`src/rtl/i2c_master_if.sv`:
```
// Command/response handshake and open-drain pin bundle for i2c_master.
// The master modport is the i2c_master view; the slave modport is the command issuer / bus side.
interface i2c_master_if;
  logic       start_req;
  logic       rd_nwr;
  logic [6:0] slave_id;
  logic [7:0] reg_addr;
  logic [7:0] wdata;
  logic       busy;
  logic       done;
  logic       ack_err;
  logic [7:0] rdata;
  logic       scl_out;
  logic       sda_out;
  logic       sda_in;

  modport master (
    input  start_req, rd_nwr, slave_id, reg_addr, wdata, sda_in,
    output busy, done, ack_err, rdata, scl_out, sda_out
  );

  modport slave (
    output start_req, rd_nwr, slave_id, reg_addr, wdata, sda_in,
    input  busy, done, ack_err, rdata, scl_out, sda_out
  );
endinterface

```
`src/rtl/i2c_master.sv`:
```
// Single-byte register-access I2C master: one write (ID+W, addr, data) or read
// (ID+W, addr, Sr, ID+R, data, NACK) transaction per start_req.
module i2c_master #(
  parameter int unsigned CLK_DIV = 62  // clk cycles per quarter SCL period, legal 2..1023
) (
  input  logic         clk,
  input  logic         rst,
  i2c_master_if.master bus_io
);

  typedef enum logic [3:0] {
    StIdle, StStart, StTxByte, StRxAck, StRstart, StRxByte, StTxNack, StStop, StDone
  } state_e;

  localparam logic [9:0] QuarterLast = 10'(CLK_DIV - 1);

  state_e     state_q, state_d;
  logic [9:0] qcnt_q, qcnt_d;
  logic [1:0] quarter_q, quarter_d;
  logic [3:0] bit_cnt_q, bit_cnt_d;
  logic [1:0] byte_idx_q, byte_idx_d;
  logic [7:0] tx_sh_q, tx_sh_d;
  logic [7:0] rx_sh_q, rx_sh_d;
  logic       rd_q, rd_d;
  logic [6:0] id_q, id_d;
  logic [7:0] addr_q, addr_d;
  logic [7:0] wdata_q, wdata_d;
  logic       ack_err_q, ack_err_d;
  logic [7:0] rdata_q, rdata_d;
  logic       busy_q, busy_d;
  logic       done_q, done_d;
  logic       scl_q, scl_d;
  logic       sda_q, sda_d;
  logic       sda_dly_q;
  logic [1:0] sda_sync_q;

  logic q_end, bit_end, sample;

  assign q_end   = (qcnt_q == QuarterLast);
  assign sample  = q_end && (quarter_q == 2'd2);
  assign bit_end = q_end && (quarter_q == 2'd3);

  always_comb begin
    state_d    = state_q;
    qcnt_d     = qcnt_q;
    quarter_d  = quarter_q;
    bit_cnt_d  = bit_cnt_q;
    byte_idx_d = byte_idx_q;
    tx_sh_d    = tx_sh_q;
    rx_sh_d    = rx_sh_q;
    rd_d       = rd_q;
    id_d       = id_q;
    addr_d     = addr_q;
    wdata_d    = wdata_q;
    ack_err_d  = ack_err_q;
    rdata_d    = rdata_q;

    if (state_q != StIdle && state_q != StDone) begin
      qcnt_d = q_end ? 10'd0 : qcnt_q + 10'd1;
      if (q_end) quarter_d = quarter_q + 2'd1;
    end else begin
      qcnt_d    = 10'd0;
      quarter_d = 2'd0;
    end

    // ACK slots and data bits share the receive shifter; bit 0 holds the latest ACK.
    if ((state_q == StRxAck || state_q == StRxByte) && sample) begin
      rx_sh_d = {rx_sh_q[6:0], sda_sync_q[1]};
    end

    unique case (state_q)
      StIdle: begin
        if (bus_io.start_req) begin
          rd_d       = bus_io.rd_nwr;
          id_d       = bus_io.slave_id;
          addr_d     = bus_io.reg_addr;
          wdata_d    = bus_io.wdata;
          tx_sh_d    = {bus_io.slave_id, 1'b0};
          ack_err_d  = 1'b0;
          bit_cnt_d  = 4'd0;
          byte_idx_d = 2'd0;
          state_d    = StStart;
        end
      end
      StStart: begin
        if (bit_end) state_d = StTxByte;
      end
      StTxByte: begin
        if (bit_end) begin
          tx_sh_d   = {tx_sh_q[6:0], 1'b1};
          bit_cnt_d = bit_cnt_q + 4'd1;
          if (bit_cnt_q == 4'd7) begin
            bit_cnt_d = 4'd0;
            state_d   = StRxAck;
          end
        end
      end
      StRxAck: begin
        if (bit_end) begin
          if (rx_sh_q[0]) begin
            ack_err_d = 1'b1;
            state_d   = StStop;
          end else begin
            byte_idx_d = byte_idx_q + 2'd1;
            unique case (byte_idx_q)
              2'd0: begin
                tx_sh_d = addr_q;
                state_d = StTxByte;
              end
              2'd1: begin
                if (rd_q) begin
                  state_d = StRstart;
                end else begin
                  tx_sh_d = wdata_q;
                  state_d = StTxByte;
                end
              end
              default: state_d = rd_q ? StRxByte : StStop;
            endcase
          end
        end
      end
      StRstart: begin
        if (bit_end) begin
          tx_sh_d = {id_q, 1'b1};
          state_d = StTxByte;
        end
      end
      StRxByte: begin
        if (bit_end) begin
          bit_cnt_d = bit_cnt_q + 4'd1;
          if (bit_cnt_q == 4'd7) begin
            bit_cnt_d = 4'd0;
            rdata_d   = rx_sh_q;
            state_d   = StTxNack;
          end
        end
      end
      StTxNack: begin
        if (bit_end) state_d = StStop;
      end
      StStop: begin
        if (bit_end) state_d = StDone;
      end
      StDone: state_d = StIdle;
      default: state_d = StIdle;
    endcase
  end

  // Line levels per quarter; both are re-timed below so SDA lags SCL edges by one clk.
  always_comb begin
    scl_d = 1'b1;
    sda_d = 1'b1;
    unique case (state_q)
      StStart: begin
        scl_d = (quarter_q != 2'd3);
        sda_d = (quarter_q < 2'd2);
      end
      StTxByte: begin
        scl_d = quarter_q[1];
        sda_d = tx_sh_q[7];
      end
      StRxAck, StRxByte, StTxNack: begin
        scl_d = quarter_q[1];
        sda_d = 1'b1;
      end
      StRstart: begin
        scl_d = (quarter_q == 2'd1) || (quarter_q == 2'd2);
        sda_d = (quarter_q < 2'd2);
      end
      StStop: begin
        scl_d = (quarter_q != 2'd0);
        sda_d = (quarter_q == 2'd3);
      end
      default: begin
        scl_d = 1'b1;
        sda_d = 1'b1;
      end
    endcase
  end

  assign busy_d = (state_d != StIdle) && (state_d != StDone);
  assign done_d = (state_d == StDone);

  always_ff @(posedge clk or posedge rst) begin
    if (rst) begin
      state_q    <= StIdle;
      qcnt_q     <= 10'd0;
      quarter_q  <= 2'd0;
      bit_cnt_q  <= 4'd0;
      byte_idx_q <= 2'd0;
      tx_sh_q    <= 8'hFF;
      rx_sh_q    <= 8'h00;
      rd_q       <= 1'b0;
      id_q       <= 7'h00;
      addr_q     <= 8'h00;
      wdata_q    <= 8'h00;
      ack_err_q  <= 1'b0;
      rdata_q    <= 8'h00;
      busy_q     <= 1'b0;
      done_q     <= 1'b0;
      scl_q      <= 1'b1;
      sda_q      <= 1'b1;
      sda_dly_q  <= 1'b1;
      sda_sync_q <= 2'b11;
    end else begin
      state_q    <= state_d;
      qcnt_q     <= qcnt_d;
      quarter_q  <= quarter_d;
      bit_cnt_q  <= bit_cnt_d;
      byte_idx_q <= byte_idx_d;
      tx_sh_q    <= tx_sh_d;
      rx_sh_q    <= rx_sh_d;
      rd_q       <= rd_d;
      id_q       <= id_d;
      addr_q     <= addr_d;
      wdata_q    <= wdata_d;
      ack_err_q  <= ack_err_d;
      rdata_q    <= rdata_d;
      busy_q     <= busy_d;
      done_q     <= done_d;
      scl_q      <= scl_d;
      sda_q      <= sda_d;
      sda_dly_q  <= sda_q;
      sda_sync_q <= {sda_sync_q[0], bus_io.sda_in};
    end
  end

  assign bus_io.busy    = busy_q;
  assign bus_io.done    = done_q;
  assign bus_io.ack_err = ack_err_q;
  assign bus_io.rdata   = rdata_q;
  assign bus_io.scl_out = scl_q;
  assign bus_io.sda_out = sda_dly_q;

endmodule

```
`src/flat_wrapper.sv`:
```
// flat-port wrapper written by rule: the top's interface ports become plain ports
module i2c_master_flat 
#(
  parameter int unsigned CLK_DIV = 62                                                     
)
  (clk, rst, bus_io_start_req, bus_io_rd_nwr, bus_io_slave_id, bus_io_reg_addr, bus_io_wdata, bus_io_sda_in, bus_io_busy, bus_io_done, bus_io_ack_err, bus_io_rdata, bus_io_scl_out, bus_io_sda_out);
  i2c_master_if bus_io_i ();
  input  logic clk;
  input  logic rst;
  input wire logic [$bits(bus_io_i.start_req)-1:0] bus_io_start_req;
  input wire logic [$bits(bus_io_i.rd_nwr)-1:0] bus_io_rd_nwr;
  input wire logic [$bits(bus_io_i.slave_id)-1:0] bus_io_slave_id;
  input wire logic [$bits(bus_io_i.reg_addr)-1:0] bus_io_reg_addr;
  input wire logic [$bits(bus_io_i.wdata)-1:0] bus_io_wdata;
  input wire logic [$bits(bus_io_i.sda_in)-1:0] bus_io_sda_in;
  output wire logic [$bits(bus_io_i.busy)-1:0] bus_io_busy;
  output wire logic [$bits(bus_io_i.done)-1:0] bus_io_done;
  output wire logic [$bits(bus_io_i.ack_err)-1:0] bus_io_ack_err;
  output wire logic [$bits(bus_io_i.rdata)-1:0] bus_io_rdata;
  output wire logic [$bits(bus_io_i.scl_out)-1:0] bus_io_scl_out;
  output wire logic [$bits(bus_io_i.sda_out)-1:0] bus_io_sda_out;
  assign bus_io_i.start_req = bus_io_start_req;
  assign bus_io_i.rd_nwr = bus_io_rd_nwr;
  assign bus_io_i.slave_id = bus_io_slave_id;
  assign bus_io_i.reg_addr = bus_io_reg_addr;
  assign bus_io_i.wdata = bus_io_wdata;
  assign bus_io_i.sda_in = bus_io_sda_in;
  assign bus_io_busy = bus_io_i.busy;
  assign bus_io_done = bus_io_i.done;
  assign bus_io_ack_err = bus_io_i.ack_err;
  assign bus_io_rdata = bus_io_i.rdata;
  assign bus_io_scl_out = bus_io_i.scl_out;
  assign bus_io_sda_out = bus_io_i.sda_out;
  i2c_master #(.CLK_DIV(CLK_DIV)) u_core (.clk(clk), .rst(rst), .bus_io(bus_io_i));
endmodule
```
`config.mk`:
```
export PLATFORM = sky130hd
export DESIGN_NAME = i2c_master_flat
export DESIGN_NICKNAME = d
export VERILOG_FILES = /design/src/rtl/i2c_master_if.sv /design/src/rtl/i2c_master.sv /design/src/flat_wrapper.sv
export SDC_FILE = /design/constraint.sdc
export NUM_CORES = 1
export LEC_CHECK = 0
export CORE_ASPECT_RATIO = 1.25
export CORE_MARGIN = 10
export CORE_UTILIZATION = 30
export CTS_CLUSTER_SIZE = 20
export DETAILED_ROUTE_END_ITERATION = 8
export HOLD_SLACK_MARGIN = 0.15
export SYNTH_ARGS = -nofsm -noshare
export SYNTH_HDL_FRONTEND = slang
export SYNTH_SLANG_ARGS = --single-unit
```
`constraint.sdc`:
```
create_clock -name clk -period 2.1 [get_ports clk]
set_input_delay 0.21 -clock clk [delete_from_list [all_inputs] [get_ports clk]]
set_output_delay 0.21 -clock clk [all_outputs]
set_load 0.03 [all_outputs]
```
==> flow_summary.ini <==
[status]
outcome = finished clean

[sta]
final_hold_viol_count = 0
relSlewSlack_pct = 50.92
fmax_ghz = 0.4791
post-route-min-period_ps = 2087
rsz0062_at_grt = true
slew_viol_final = 0
setup_viol = 0
holdWs_ps = 286.5
worst_pin_slew_ps = 731.3
finalCritPeriodShare_pct = 99.40
skew_ps = 4.885
tns_ps = 0

[synthesis]
yosys-top-cells-count = nand2_1, dfrtp_1, nor2_1
seq_area_frac_synth_pct = 53.61
synth_warnings = 0
yosysMostFrequentCell = nand2_1
synth_top_area_share_pct = 44.31
synth_nets = 394
synth.avg_cell_area_um2 = 10.25
synth_top_area_cell = dfrtp_1
synthCells = 358
syn_area_um2 = 3671
synthArstFlopShare_pct = 100.0
synth_edf_count = 0
ys_ff_latch = 78
synthTopCellsByArea = dfrtp_1, dfstp_2, nand2_1
synth.distinct_cells = 47
ys.flop_type = dfrtp_1

[critical_path]
cp.required_ps = 2310
worstSetupEndpointType = flip-flop
reg2reg_depth = 5
start_kind = flip-flop
criticalPathCategory = reg2reg
worstPathArrival_ps = 2300
crit_path_max_fanout = 3

[drt]
viasPerCell = 4.680
avgRoutedWirePerCell_um = 13.92
drcViolationCount = 0
num_vias = 2775
ant_nets = 0
dr.pass1.iters = 4
drtIter0Drc = 75
drt_wl_total_mm = 8.257

[clock_tree]
numCtsBuffers = 9
htreeDepth = 3
clockBufferDepth = 2
path_clk_slew_ps = 60
hold_buffers = 0
clock_latency_ps = 330
cts_tree = built
root_buffer = clkbuf_16
cts.sinks = 78

[global_routing]
grt_use_total_pct = 10.21
antenna_found_initial = 0
grt_max_degree = 30
grt_pass1_wl_mm = 14.35
grt_pass1_vias = 3017
grt_overflow = 0

[layout]
final_nets = 460
final_util_pct = 40.39
synthToLayoutAreaGrowth_pct = 32.58
antennaDiodeCount = 0
drive_gt1_share_pct = 22.84
fill_cells = 1171

[die]
core_um2 = 12050
ios = 41
die_h_um = 143.7
die_w_um = 118.9
start_util_pct = 30.47
std_cell_rows = 45
dieArea_um2 = 17090

[pwr]
cellLeakagePower_nw = 2.215
peakVddDrop_mv = 0.4329
p_per_area_nw_per_um2 = 722.1

[worst_hold_path]
hp-class = in2reg
whs_path_depth = 1

[placement]
port_buffers = 40
place_congestion = 0.8178
dp_hpwl_mm = 5.847

[job]
maxCapViolCount = 0
[sequential cells by signal (all words and copies together) (netlist names), 2 cells and up]
signal,flops
u_core.state_q,4
u_core.rx_sh_q,8
u_core.id_q,7
u_core.addr_q,8
u_core.tx_sh_q,8
u_core.sda_sync_q,2
u_core.wdata_q,8
u_core.quarter_q,2
u_core.byte_idx_q,2
u_core.qcnt_q,10
u_core.bus_io.rdata,8
u_core.bit_cnt_q,4
[routing by layer]
layer  up-vias  GRT usage (%)  part of all wire (%)
met5         -              0                     0
met4         0          4.379                   1.7
met3        11          2.983                   3.8
met2        48          16.74                    49
met1      1354          12.23                    46
li1       1362              -                     -
[final cells by class]
class                      instances  area, um^2  share of cell area [%]
timing repair buffer              72       665.6                   13.68
clock buffer                       9       225.2                   4.627
sequential                        78        1971                   40.49
clock inverter                     7       146.4                   3.008
multi-input combinational        253        1613                   33.14
tap                              164       205.2                   4.216
inverter                          10       41.29                  0.8483
[power by group]
group	internal [mW]	total [mW]	switching (mW)
clock network	1.29	1.91	0.621
logic	0.0557	0.0989	0.0433
registers	1.51	1.51	0.000417
total	2.85	3.51	0.665
[stage by stage]
stage	power, mW	cell area (um^2)	setup WS [ps]	instances
2_1_floorplan	1.563	3675	38.54	358
3_3_place_gp	1.636	4395	82.79	568
3_5_place_dp	1.637	4395	14.26	568
4_1_cts	3.565	4767	10.33	584
5_1_grt	3.625	4867	-52.56	593
6_report	3.514	4867	12.60	593
[final timing paths]
path,start,end,slack (ps)
max in group asynchronous,rst,u_core.sda_sync_q[0]$_DFF_PP1_,1170
setup / recovery,u_core.qcnt_q[8]$_DFF_PP0_,u_core.bus_io.busy$_DFF_PP0_,10
setup reg to reg,u_core.qcnt_q[8]$_DFF_PP0_,u_core.bus_io.busy$_DFF_PP0_,10
min in group asynchronous,rst,u_core.state_q[3]$_DFF_PP0_,330
hold / removal,bus_io_sda_in,u_core.sda_sync_q[0]$_DFF_PP1_,290
hold reg to reg,u_core.sda_sync_q[0]$_DFF_PP1_,u_core.sda_sync_q[1]$_DFF_PP1_,350
[worst max-delay path, stage by stage, from the launching register on]
cell and delay [ps]:
dfrtp_2 430, nor4_4 340, and4_4 300, or3_1 100, or4b_4 450, or3_4 340
[repair_timing]
item / in CTS / in global routing
setup endpoints to repair: 0 / 24
setup buffers: 0 / 9
gates resized for setup: 0 / 7
[cell families after synthesis]
family | Yosys count | synth area share [%]
simple gates | 157 | 19.49
flops | 78 | 53.61
compound gates | 45 | 8.725
mux | 32 | 9.543
buf+inv | 27 | 3.272
xor+xnor | 11 | 2.624
fa+ha+maj | 8 | 2.727
[placed cells by master (no fill, tap or decap), types with 3 or more instances in the layout]
master            n
clkinv_4          3
ha_1              7
nand2_1          89
xnor2_1           6
a22oi_1           8
nand3_1           9
o211ai_1          9
a21oi_1           7
clkdlybuf4s50_1  40
or3_1             3
bufinv_16         4
mux2i_1           8
buf_4            30
nor3_1            7
dfstp_2          13
dfrtp_1          63
xor2_1            5
nor2_1           26
a22o_1            3
o22ai_1           4
mux2_2           24
o21ai_0           3
clkbuf_16         9
inv_1             9
(Power assumes the default switching activity.)
